### config.mk
export PLATFORM = sky130hd
export DESIGN_NAME = sprite_blit
export DESIGN_NICKNAME = d
export VERILOG_FILES = /design/src/rtl/sprite_pkg.sv /design/src/rtl/sprite_walk_ctr.sv /design/src/rtl/sprite_blit.sv
export SDC_FILE = /design/constraint.sdc
export NUM_CORES = 1
export LEC_CHECK = 0
export CORE_MARGIN = 4
export CORE_UTILIZATION = 55
export DETAILED_ROUTE_END_ITERATION = 12
export GPL_TIMING_DRIVEN = 0
export PLACE_DENSITY = 0.81
export SYNTH_ARGS = -nofsm -noshare
export SYNTH_HDL_FRONTEND = slang
export SYNTH_SLANG_ARGS = --single-unit
### constraint.sdc
create_clock -name clk_pix -period 8.5 [get_ports clk_pix]
set_input_delay 1.275 -clock clk_pix [delete_from_list [all_inputs] [get_ports clk_pix]]
set_output_delay 1.275 -clock clk_pix [all_outputs]
set_load 0.05 [all_outputs]
### src/rtl/sprite_pkg.sv
// Shared types and screen defaults for the sprite blitter and the scanline renderer.
package sprite_pkg;

    localparam int unsigned CORDW_DEF = 16;
    localparam int unsigned H_RES_DEF = 640;
    localparam int unsigned V_RES_DEF = 480;

    typedef enum logic [2:0] {
        IDLE    = 3'd0,
        FETCH   = 3'd1,
        LATCH   = 3'd2,
        WRITE   = 3'd3,
        ADVANCE = 3'd4,
        DONE    = 3'd5
    } blit_state_t;

    typedef logic signed [CORDW_DEF-1:0] coord_t;

    // Counter width that stays legal when the range collapses to a single value.
    function automatic int unsigned clog2_min1(input int unsigned n);
        return (n > 1) ? $clog2(n) : 1;
    endfunction

endpackage

### src/rtl/sprite_walk_ctr.sv
// Scaled raster walk over a WIDTH x HEIGHT source: destination offsets plus
// an incrementally maintained source address (optionally column-mirrored).
module sprite_walk_ctr
    import sprite_pkg::*;
#(
    parameter int unsigned WIDTH  = 10,
    parameter int unsigned HEIGHT = 10,
    parameter int unsigned SCALE  = 1,
    parameter int unsigned DW     = 16,
    parameter int unsigned AW     = clog2_min1(WIDTH * HEIGHT)
) (
    input  logic          clk,
    input  logic          rst_n,
    input  logic          clear,
    input  logic          step,
    input  logic          mirror,
    output logic [DW-1:0] dx,
    output logic [DW-1:0] dy,
    output logic [AW-1:0] src_addr,
    output logic          last
);

    localparam int unsigned OXW = clog2_min1(WIDTH);
    localparam int unsigned OYW = clog2_min1(HEIGHT);
    localparam int unsigned SW  = clog2_min1(SCALE);

    logic [OXW-1:0] ox, ox_d;
    logic [OYW-1:0] oy, oy_d;
    logic [SW-1:0]  cnt_x, cnt_x_d, cnt_y, cnt_y_d;
    logic [DW-1:0]  dx_d, dy_d;
    logic [AW-1:0]  addr_d;
    logic           last_d;

    // Next walk position; the address moves by +-1 per column and rewinds a row on repeats.
    always_comb begin
        ox_d    = ox;
        oy_d    = oy;
        cnt_x_d = cnt_x;
        cnt_y_d = cnt_y;
        dx_d    = dx;
        dy_d    = dy;
        addr_d  = src_addr;
        if (clear) begin
            ox_d    = '0;
            oy_d    = '0;
            cnt_x_d = '0;
            cnt_y_d = '0;
            dx_d    = '0;
            dy_d    = '0;
            addr_d  = mirror ? AW'(WIDTH - 1) : '0;
        end else if (step) begin
            if (cnt_x != SW'(SCALE - 1)) begin
                cnt_x_d = cnt_x + SW'(1);
                dx_d    = dx + DW'(1);
            end else begin
                cnt_x_d = '0;
                if (ox != OXW'(WIDTH - 1)) begin
                    ox_d   = ox + OXW'(1);
                    dx_d   = dx + DW'(1);
                    addr_d = mirror ? src_addr - AW'(1) : src_addr + AW'(1);
                end else begin
                    ox_d = '0;
                    dx_d = '0;
                    dy_d = dy + DW'(1);
                    if (cnt_y != SW'(SCALE - 1)) begin
                        cnt_y_d = cnt_y + SW'(1);
                        addr_d  = mirror ? src_addr + AW'(WIDTH - 1) : src_addr - AW'(WIDTH - 1);
                    end else begin
                        cnt_y_d = '0;
                        oy_d    = oy + OYW'(1);
                        addr_d  = mirror ? src_addr + AW'(2 * WIDTH - 1) : src_addr + AW'(1);
                    end
                end
            end
        end
        last_d = (ox_d == OXW'(WIDTH - 1)) && (cnt_x_d == SW'(SCALE - 1)) &&
                 (oy_d == OYW'(HEIGHT - 1)) && (cnt_y_d == SW'(SCALE - 1));
    end

    always_ff @(posedge clk or negedge rst_n) begin
        if (!rst_n) begin
            ox       <= '0;
            oy       <= '0;
            cnt_x    <= '0;
            cnt_y    <= '0;
            dx       <= '0;
            dy       <= '0;
            src_addr <= '0;
            last     <= 1'b0;
        end else begin
            ox       <= ox_d;
            oy       <= oy_d;
            cnt_x    <= cnt_x_d;
            cnt_y    <= cnt_y_d;
            dx       <= dx_d;
            dy       <= dy_d;
            src_addr <= addr_d;
            last     <= last_d;
        end
    end

endmodule

### src/rtl/sprite_blit.sv
// Copies one sprite from a sync ROM into the framebuffer with scaling,
// transparency skip and edge clipping. SPRITE_BLIT_MIRROR_EN adds mirror_x.
module sprite_blit
    import sprite_pkg::*;
#(
    parameter int unsigned WIDTH           = 10,
    parameter int unsigned HEIGHT          = 10,
    parameter int unsigned SCALE           = 1,
    parameter int unsigned COLR_BITS       = 12,
    parameter int unsigned CORDW           = CORDW_DEF,
    parameter int unsigned H_RES           = H_RES_DEF,
    parameter int unsigned V_RES           = V_RES_DEF,
    parameter int unsigned TRANSPARENT_VAL = 0,
    parameter int unsigned FB_ADDRW        = $clog2(H_RES * V_RES)
) (
    input  logic                                   clk_pix,
    input  logic                                   rst_n,
    input  logic                                   start,
    input  logic signed [CORDW-1:0]                sprx,
    input  logic signed [CORDW-1:0]                spry,
`ifdef SPRITE_BLIT_MIRROR_EN
    input  logic                                   mirror_x,
`endif
    output logic                                   busy,
    output logic                                   done,
    output logic [clog2_min1(WIDTH*HEIGHT)-1:0]    rom_addr,
    input  logic [COLR_BITS-1:0]                   rom_data,
    output logic [FB_ADDRW-1:0]                    fb_addr,
    output logic [COLR_BITS-1:0]                   fb_data,
    output logic                                   fb_we,
    input  logic                                   fb_ready
);

    localparam int unsigned             ROM_AW = clog2_min1(WIDTH * HEIGHT);
    localparam logic signed [CORDW-1:0] H_LIM  = CORDW'(H_RES);
    localparam logic signed [CORDW-1:0] V_LIM  = CORDW'(V_RES);

    blit_state_t state, state_d;

    logic signed [CORDW-1:0] sprx_q, spry_q, pix_x, pix_y;
    logic [CORDW-1:0]        dx, dy;
    logic                    walk_clear, walk_step, walk_last, mirror_eff;
    logic                    start_acc, on_screen, opaque;
    logic [FB_ADDRW-1:0]     pix_addr;
    logic                    busy_d, done_d, fb_we_d;
    logic [FB_ADDRW-1:0]     fb_addr_d;
    logic [COLR_BITS-1:0]    fb_data_d;

    assign start_acc = (state == IDLE) && start;

`ifdef SPRITE_BLIT_MIRROR_EN
    logic mirror_q;

    always_ff @(posedge clk_pix or negedge rst_n) begin
        if (!rst_n)         mirror_q <= 1'b0;
        else if (start_acc) mirror_q <= mirror_x;
    end

    // The walker is cleared on the accepting edge, before mirror_q is loaded.
    assign mirror_eff = start_acc ? mirror_x : mirror_q;
`else
    assign mirror_eff = 1'b0;
`endif

    sprite_walk_ctr #(
        .WIDTH  (WIDTH),
        .HEIGHT (HEIGHT),
        .SCALE  (SCALE),
        .DW     (CORDW),
        .AW     (ROM_AW)
    ) u_walk (
        .clk      (clk_pix),
        .rst_n    (rst_n),
        .clear    (walk_clear),
        .step     (walk_step),
        .mirror   (mirror_eff),
        .dx       (dx),
        .dy       (dy),
        .src_addr (rom_addr),
        .last     (walk_last)
    );

    // Screen position and clipping for the pixel currently being fetched.
    assign pix_x     = sprx_q + $signed(dx);
    assign pix_y     = spry_q + $signed(dy);
    assign on_screen = !pix_x[CORDW-1] && (pix_x < H_LIM) &&
                       !pix_y[CORDW-1] && (pix_y < V_LIM);
    assign opaque    = (rom_data != COLR_BITS'(TRANSPARENT_VAL));
    assign pix_addr  = FB_ADDRW'(FB_ADDRW'(pix_y) * FB_ADDRW'(H_RES) + FB_ADDRW'(pix_x));

    always_ff @(posedge clk_pix or negedge rst_n) begin
        if (!rst_n) state <= IDLE;
        else        state <= state_d;
    end

    always_comb begin
        state_d    = state;
        busy_d     = busy;
        done_d     = 1'b0;
        fb_we_d    = fb_we;
        fb_addr_d  = fb_addr;
        fb_data_d  = fb_data;
        walk_clear = 1'b0;
        walk_step  = 1'b0;
        case (state)
            IDLE: begin
                if (start) begin
                    walk_clear = 1'b1;
                    busy_d     = 1'b1;
                    state_d    = FETCH;
                end
            end
            FETCH: state_d = LATCH;
            LATCH: begin
                fb_data_d = rom_data;
                if (on_screen && opaque) begin
                    fb_addr_d = pix_addr;
                    fb_we_d   = 1'b1;
                    state_d   = WRITE;
                end else begin
                    state_d = ADVANCE;
                end
            end
            WRITE: begin
                if (fb_ready) begin
                    fb_we_d = 1'b0;
                    state_d = ADVANCE;
                end
            end
            ADVANCE: begin
                if (walk_last) begin
                    done_d  = 1'b1;
                    state_d = DONE;
                end else begin
                    walk_step = 1'b1;
                    state_d   = FETCH;
                end
            end
            DONE: begin
                busy_d  = 1'b0;
                state_d = IDLE;
            end
            default: begin
                busy_d  = 1'b0;
                fb_we_d = 1'b0;
                state_d = IDLE;
            end
        endcase
    end

    always_ff @(posedge clk_pix or negedge rst_n) begin
        if (!rst_n) begin
            busy    <= 1'b0;
            done    <= 1'b0;
            fb_we   <= 1'b0;
            fb_addr <= '0;
            fb_data <= '0;
            sprx_q  <= '0;
            spry_q  <= '0;
        end else begin
            busy    <= busy_d;
            done    <= done_d;
            fb_we   <= fb_we_d;
            fb_addr <= fb_addr_d;
            fb_data <= fb_data_d;
            if (start_acc) begin
                sprx_q <= sprx;
                spry_q <= spry;
            end
        end
    end

endmodule

==> impl_metrics.json <==
{
  "p_seq_share_pct": 22.5,
  "combPwrFrac_pct": 57.7,
  "postSynthCellCount": 850,
  "yosys.area.top_type_share_pct": 38.1,
  "fillCellCount": 1100,
  "syn_avg_cell_area_sq_um": 9.20,
  "p_per_area_nw_per_um2": 370,
  "worstSetupStartpointType": "flop",
  "overflow": 0,
  "syn_to_final_growth_pct": 21.8,
  "rsz0062_at_grt": "no",
  "cts_hold_buffers": 0,
  "cts_tree": "done",
  "p_leak_uw": 0.00447,
  "synth_area_leaders": "dfrtp_1 38%, ha_1 9.8%, nand2_1 6.5%",
  "synth-seq-area-share_pct": 38.1,
  "clkSinkCount": 119,
  "synth-edff-count": 0,
  "yosysTopAreaCell": "dfrtp_1",
  "yosysUniqueCellTypes": 78,
  "die_x_microns": 127,
  "status": "finished, final reports clean",
  "drt_first_iter_violations": 430,
  "syn_nets": 963,
  "ys_ff_latch": 119,
  "gp_congestion": 0.945,
  "relSlewSlack_pct": 56.3,
  "period_share_pct": 56.3,
  "cts-htree-levels": 4,
  "synth_area_sq_um": 7820,
  "hp-class": "reg2reg",
  "p_switching_uw": 1540,
  "clk_pin_slew_ns": 0.05,
  "drv_slew": 0,
  "cts-root-buf": "clkbuf_16",
  "hold_viol": 0,
  "pin_count": 89,
  "min_period_ns": 4.78,
  "crit_type": "reg2reg",
  "drt_wl_total_mm": 18.7,
  "design_area_sq_um": 9520,
  "wl_per_cell_microns": 16.2,
  "grt_usage_pct": 23.5,
  "place_hpwl_mm": 13.9,
  "end_kind": "flop",
  "cts_resized": 0,
  "cts_setup_buffers": 0,
  "ant_nets": 0,
  "required_ns": 8.80,
  "grt_pass1_wl_mm": 30.8,
  "critPathMaxFanout": 5,
  "core.rowCount": 43,
  "grt_pass1_vias": 6425,
  "drv_cap": 0,
  "drive_above_1_share_pct": 7.43,
  "die_h_microns": 127,
  "initial_utilization_pct": 56.3,
  "synth.most_common_cell": "nand2_1",
  "fmax_ghz": 0.209,
  "finalSetupViolations": 0,
  "finalNetCount": 1071,
  "core_area_sq_um": 13900,
  "internal_power_uw": 1980,
  "power.share.clock_pct": 19.8,
  "tightest_slew_ns": 0.653,
  "vias": 6707,
  "synth_ff_type": "dfrtp_1",
  "viasPerCell": 5.84,
  "cp.arrival_ns": 5.08,
  "cts_buffers": 17,
  "antenna_found_initial": 0,
  "antennaDiodeCount": 0,
  "first_pass_iters": 7,
  "clock_path_buffers": 2,
  "die_area_sq_um": 16200,
  "finalClockSkew_ns": 0.00660,
  "grt_max_degree": 63,
  "irDropWorstVdd_uv": 215,
  "multiInputGateArea_sq_um": 4640,
  "tns_ns": 0,
  "drc": 0,
  "switching_share_pct": 43.7,
  "synthTopCellsByCount": "136 x nand2_1, 119 x dfrtp_1, 71 x nor2_1, 61 x ha_1, 42 x a21oi_1",
  "async_reset_ff_share_pct": 100,
  "seqCellArea_sq_um": 2980,
  "portBuffers": 88,
  "ys_warn_count": 0,
  "clock_latency_ns": 0.41,
  "placed_area_sq_um": 8950
}
==> power by group through the flow <==
| stage | Clock [uW] | Sequential (uW) | Combinational [uW] |
|---|---|---|---|
| floorplan | 0 | 923 | 1400 |
| global placement | 0 | 795 | 1930 |
| detailed placement | 0 | 799 | 1970 |
| CTS | 704 | 791 | 2020 |
| global route | 734 | 812 | 2250 |
| finish | 698 | 791 | 2030 |
==> cells in the final DEF, fill, tap and decap left out, types with 13 or more instances in the layout <==
cell type and n:
nand2_1 136, dfrtp_1 119, clkdlybuf4s50_1 87, nor2_1 71, ha_1 61, a21oi_1 42, o21ai_0 41, xor2_1 37
xnor2_1 30, nand3_1 23, inv_1 22, nand4_1 18, clkbuf_1 17, mux2_1 17, clkbuf_16 17, and3_1 15
a21o_1 14, mux2_2 13
==> stage by stage <==
step	setup WS (ns)	hold WS [ns]	util (%)	total power, uW	std cells
2_1_floorplan	4.29	0.452	-	2320	850
3_3_place_gp	1.55	0.467	64.3	2720	1118
3_5_place_dp	3.79	0.470	64.5	2770	1119
4_1_cts	3.76	0.483	68.6	3520	1149
5_1_grt	3.45	0.504	68.6	3800	1149
6_report	3.72	0.479	68.6	3520	1149
==> layout make-up <==
type                    instances  share of cell area (%)
multi-input cells             684                    48.8
flip-flops and latches        119                    31.3
clock buffers                  20                    4.90
well taps                     180                    2.37
clock inverters                10                    1.09
plain buffers                  25                    1.20
inverters                      22                   0.867
repair buffers                 89                    9.55
==> metal layers <==
metal / up-vias / track usage (%) / wire length, microns
met2: 174 / 38.5 / 9100
met5: - / 0 / 0
li1: 3279 / - / -
met3: 31 / 4.97 / 729
met4: 0 / 8.01 / 391
met1: 3223 / 31.3 / 8440
==> final timing paths <==
check	from	endpoint	slack, ns	depth (start not counted)
hold reg to reg	fb_addr[13]	fb_addr[13]	0.48	1
hold / removal	fb_addr[13]	fb_addr[13]	0.48	1
min in group asynchronous	rst_n	sprx_q[1]	0.84	1
setup reg to reg	u_walk.dx[0]	fb_addr[18]	3.72	17
setup / recovery	u_walk.dx[0]	fb_addr[18]	3.72	17
max in group asynchronous	rst_n	spry_q[10]	6.98	2
==> sequential cells by signal, indices dropped and copies added, names as in the netlist, 3 cells and up <==
register / flops
state: 3
fb_data: 12
u_walk.oy: 4
u_walk.dx: 16
sprx_q: 16
u_walk.dy: 16
fb_addr: 19
u_walk.ox: 4
u_walk.src_addr: 7
spry_q: 16
==> cell families (layout without fill, tap and decap cells) <==
family                     Yosys count  count (layout)  share of synthesized area [%]
and+or+nand+nor                    332             332                           20.4
buffers and inverters               47             166                           2.51
muxes                               32              32                           4.58
xor gates and xnor gates            67              67                           7.51
AOI/OAI and AO/OA                  185             185                           15.7
adders and majority gates           68              68                           11.2
DFF                                119             119                           38.1
==> critical path, stage by stage (launching register included) <==
cell and delay [ns]:
dfrtp_1 0.43, ha_1 0.27, fa_1 0.44, a21oi_1 0.28, o211ai_1 0.20, a2111oi_0 0.44
nor2_1 0.10, xor2_1 0.31, ha_1 0.35, o21ai_0 0.11, o21bai_1 0.16, maj3_1 0.36
nand2_1 0.09, a31oi_1 0.11, o2111ai_1 0.25, a21oi_1 0.13, or3_1 0.38, a32o_1 0.26
Power figures use the tool's default switching activity.
==> variant 1 (config.mk and constraints unchanged) <==
`fb_addr` no longer has a reset.
--- a/src/rtl/sprite_blit.sv
+++ b/src/rtl/sprite_blit.sv
@@ -153,7 +153,6 @@
             busy    <= 1'b0;
             done    <= 1'b0;
             fb_we   <= 1'b0;
-            fb_addr <= '0;
             fb_data <= '0;
             sprx_q  <= '0;
             spry_q  <= '0;
@@ -161,7 +160,6 @@
             busy    <= busy_d;
             done    <= done_d;
             fb_we   <= fb_we_d;
-            fb_addr <= fb_addr_d;
             fb_data <= fb_data_d;
             if (start_acc) begin
                 sprx_q <= sprx;
@@ -170,5 +168,9 @@
         end
     end
 
+    always_ff @(posedge clk_pix) begin
+        fb_addr <= fb_addr_d;
+    end
+
 endmodule
 
Function: differs if rst_n is asserted again (counterexample within 4 cycles, from zero or initial values and one cycle with rst_n low); with rst_n held inactive, the same outputs for 4 cycles.
==> variant 1 against the original RTL <==
- area after synthesis shrank 3.3%
- via count shrank 7.2%
- utilization grew 0.95 points
- wire length shrank 6.1%
- setup slack gained 0.22 ns
- total power shrank 2.0%
- design area shrank 2.5%
- largest cell class unchanged
- maximum frequency grew 4.8%
- critical path depth shrank 1
- critical path type unchanged
- sequential cell count is the same
==> variant 1: results (changes against the original RTL) <==
[setup_path]
slowest_stage=dfrtp_1  ; was fa_1
reg2reg_depth=16  ; was 17
r2r_setup_slack_ns=3.94  ; was 3.72 ns
path_max_fanout=6  ; was 5
arrival_ns=4.73  ; was 5.08 ns
worstSetupEndpoint=fb_addr[18]  ; unchanged

[pwr]
ir_worst_vdd_mv=0.230  ; was 0.215 mV
leakage_nw=4.25  ; was 4.47 nW
p_seq_mw=0.882  ; was 0.791 mW
p_clk_share_pct=21.0  ; was 19.8%
seq_power_share_pct=25.6  ; was 22.5%
p_switching_mw=1.41  ; was 1.54 mW

[synthesis]
synth-seq-area-share_pct=40.7  ; was 38.1%
synth_fp_nets=912  ; was 963
synth_cell_types=71  ; was 78
synthTopCellsByArea=dfrtp_1 (33%), ha_1 (10%), edfxtp_1 (7.6%), nand2_1 (6.9%), xnor2_1 (5.2%)  ; was dfrtp_1 (38%), ha_1 (9.8%), nand2_1 (6.5%), xor2_1 (4.1%), nor2_1 (3.4%)
async_reset_ff_share_pct=84.0  ; was 100%
synth_edf_count=19  ; was 0
synth.top_cell.area_share_pct=33.1  ; was 38.1%
netlist_top_cells_count=nand2_1 (138), dfrtp_1 (100), nor2_1 (71)  ; was nand2_1 (136), dfrtp_1 (119), nor2_1 (71)

[detailed_routing]
wl_met2_mm=8.15  ; was 9.10 mm
avgRoutedWirePerCell_um=16.0  ; was 16.2 um
drt_first_pass_iters=5  ; was 7
via_per_inst=5.68  ; was 5.84
wl_met3_mm=1.03  ; was 729 um
wl_met1_mm=7.91  ; was 8.44 mm
first_iter_violations=395  ; was 430

[outcome]
outcome=complete, no violations  ; unchanged

[placed_design]
gp_congestion=0.885  ; was 0.945
hpwlAfterDp_mm=12.7  ; was 13.9 mm

[hold_path]
whs_path_depth=2  ; was 1
hold_end=spry_q[13]  ; was fb_addr[13]
min_from=spry_q[13]  ; was fb_addr[13]

[timing]
whs_ns=0.482  ; was 0.479 ns
tightest_slew_ns=0.931  ; was 0.653 ns
finClkSkew_ns=0.00446  ; was 0.00660 ns

[global_routing]
grt_pass1_wl_mm=29.3  ; was 30.8 mm
grt_pass1_vias=6294  ; was 6425
grt_max_degree=52  ; was 63
grt_usage_pct=22.8  ; was 23.5%
use_met3_pct=5.80  ; was 4.97%
met2_usage_pct=37.0  ; was 38.5%

[final_layout]
nets=1020  ; was 1071
drive_gt1_share_pct=7.72  ; was 7.43%

[clock_network]
ctsResizeCount=0  ; unchanged

## variant 1: cells by family (layout without fill, tap and decap cells)
logic type / Yosys count / count (layout) / synth area share [%]
buf+inv: 38 / 159 / 1.94
flops: 119 / 119 / 40.7
mux: 16 / 16 / 2.35
compound gates: 169 / 169 / 15.3
simple gates: 316 / 316 / 19.8
fa+ha+maj: 67 / 67 / 11.4
xor+xnor: 74 / 74 / 8.58
## variant 1: stage by stage
stage	setup slack [ns]	area (um2)	instances
6_report	3.94	9280	1096
5_1_grt	3.57	9280	1096
4_1_cts	3.93	9280	1096
3_5_place_dp	3.95	8680	1064
3_3_place_gp	2.36	8660	1063
2_1_floorplan	4.48	7560	799
## variant 1: final cells by class
cell class / count / area (um2)
Multi-Input combinational cell: 642 / 4340
Clock inverter: 11 / 119
Sequential cell: 119 / 3070
Inverter: 21 / 78.8
Timing Repair Buffer: 89 / 906
Fill cell: 1027 / 4070
Buffer: 17 / 67.6
Clock buffer: 21 / 482
Tap cell: 176 / 220
==> variant 2 (config.mk and constraints unchanged) <==
Made on the original files. The option `SPRITE_BLIT_MIRROR_EN` is turned on by a define.
--- a/src/rtl/sprite_blit.sv
+++ b/src/rtl/sprite_blit.sv
@@ -1,5 +1,7 @@
 // Copies one sprite from a sync ROM into the framebuffer with scaling,
 // transparency skip and edge clipping. SPRITE_BLIT_MIRROR_EN adds mirror_x.
+`define SPRITE_BLIT_MIRROR_EN
+
 module sprite_blit
     import sprite_pkg::*;
 #(
Interface: changed (added mirror_x); port bits go from 89 to 90. No check against the original RTL was run, so the function may have changed too.
==> variant 2 against the original RTL <==
- synthesized cell count is 6.5% higher
- area after synthesis grew 4.8%
- cell count rose by 5.2%
- setup slack got worse by 0.30 ns
- design area increased by 3.9%
- total power grew 11%
- sequential cell count increased by 1
- wire length about the same
- largest power group unchanged
- clock power is 2.9% lower
==> variant 2: results (changes against the original RTL) <==
[synthesis]
synth_compound_area_share_pct=15.6  ; was 15.7%
synth_fa_ha_area_share_pct=10.7  ; was 11.2%
synth_cell_types=71  ; was 78
syn_avg_cell_area_um2=9.05  ; was 9.20 um2
synthTopCellsByArea=dfrtp_1 (37%), ha_1 (9.5%), nand2_1 (6.8%), xor2_1 (4.8%), xnor2_1 (4.6%)  ; was dfrtp_1 (38%), ha_1 (9.8%), nand2_1 (6.5%), xor2_1 (4.1%), nor2_1 (3.4%)
synth-seq-area-share_pct=36.6  ; was 38.1%
yosys.area_share.xor_xnor_pct=9.68  ; was 7.51%
synthMuxAreaShare_pct=5.22  ; was 4.58%
synth_fp_nets=1021  ; was 963
netlist_top_cells_count=nand2_1 (149), dfrtp_1 (120), nor2_1 (85)  ; was nand2_1 (136), dfrtp_1 (119), nor2_1 (71)

[setup_path]
slowest_stage=or4_1  ; was fa_1
critPathMaxStageDelay_ns=0.47  ; was 0.44 ns
arrival_ns=5.42  ; was 5.08 ns
reg2reg_depth=19  ; was 17
r2r_setup_slack_ns=3.42  ; was 3.72 ns
critPathLaunch=u_walk.dx[0]  ; unchanged

[hold_path]
hold_end=sprx_q[13]  ; was fb_addr[13]
min_from=sprx_q[13]  ; was fb_addr[13]
whs_path_depth=2  ; was 1

[placed_design]
dpl.cell_count=1179  ; was 1119
dp_slack_ns=3.29  ; was 3.79 ns
place_area_um2=9340  ; was 8950 um2
gp_congestion=0.894  ; was 0.945
port_buffers=89  ; was 88
hpwlAfterDp_mm=14.2  ; was 13.9 mm

[clock_network]
clock-sinks=120  ; was 119
cts-htree-levels=4  ; unchanged

[final_layout]
nets=1130  ; was 1071
multi_input_area_share_pct=50.3  ; was 48.8%
clk_share_pct=5.59  ; was 5.99%
largest_reg_flops=19  ; unchanged
fill_cells=1182  ; was 1100
drive_gt1_share_pct=7.51  ; was 7.43%
buffers=117  ; was 114
nClkBuffers=21  ; was 20
area_share_nonclk_buffers_pct=10.4  ; was 10.7%
non_clock_inverter_count=28  ; was 22
seq_share_pct=30.3  ; was 31.3%

[global_routing]
grt_pass1_vias=6883  ; was 6425
met2_usage_pct=37.3  ; was 38.5%
use_met1_pct=29.7  ; was 31.3%
grt_max_degree=90  ; was 63
grt_usage_pct=23.2  ; was 23.5%
grt_pass1_wl_mm=31.5  ; was 30.8 mm

[timing]
period_share_pct=59.8  ; was 56.3%
whs_ns=0.480  ; was 0.479 ns
finClkSkew_ns=0.00805  ; was 0.00660 ns

[floorplanning]
core_um2=14600  ; was 13900 um2

[pwr]
powerDensity_nw_per_um2=395  ; was 370 nW/um2
ir_worst_vdd_mv=0.254  ; was 0.215 mV

[detailed_routing]
via_per_inst=5.67  ; was 5.84
avgRoutedWirePerCell_um=15.4  ; was 16.2 um
routed_wl_mm=18.7  ; about the same
drt_first_pass_iters=5  ; was 7
first_iter_violations=487  ; was 430

[outcome]
outcome=complete, no violations  ; unchanged

variant 2: cell types whose count changed after synthesis, moves of 6 or more:
| cell | before | now |
|---|---|---|
| mux2_1 | 17 | 0 |
| nor2_1 | 71 | 85 |
| nand2_1 | 136 | 149 |
| xnor2_1 | 30 | 43 |
| a21o_1 | 14 | 26 |
| a21oi_1 | 42 | 52 |
| mux2_2 | 13 | 22 |
| mux2_4 | 0 | 8 |
| or3_1 | 11 | 3 |
| xor2_1 | 37 | 45 |
| and2_1 | 0 | 6 |
| inv_1 | 22 | 28 |
variant 2: metal layers:
metal	wire (um)	vias to the layer above	share of wire, %
li1	-	3409	-
met2	8620	165	46
met1	8420	3247	45
met3	1150	37	6.1
met5	0	-	0
met4	480	0	2.6
variant 2: power by group:
part           leakage [nW]  switching, mW  internal [mW]
clock                 0.265          0.245          0.432
combinational          2.92           1.38          0.993
sequential             1.57          0.126          0.730
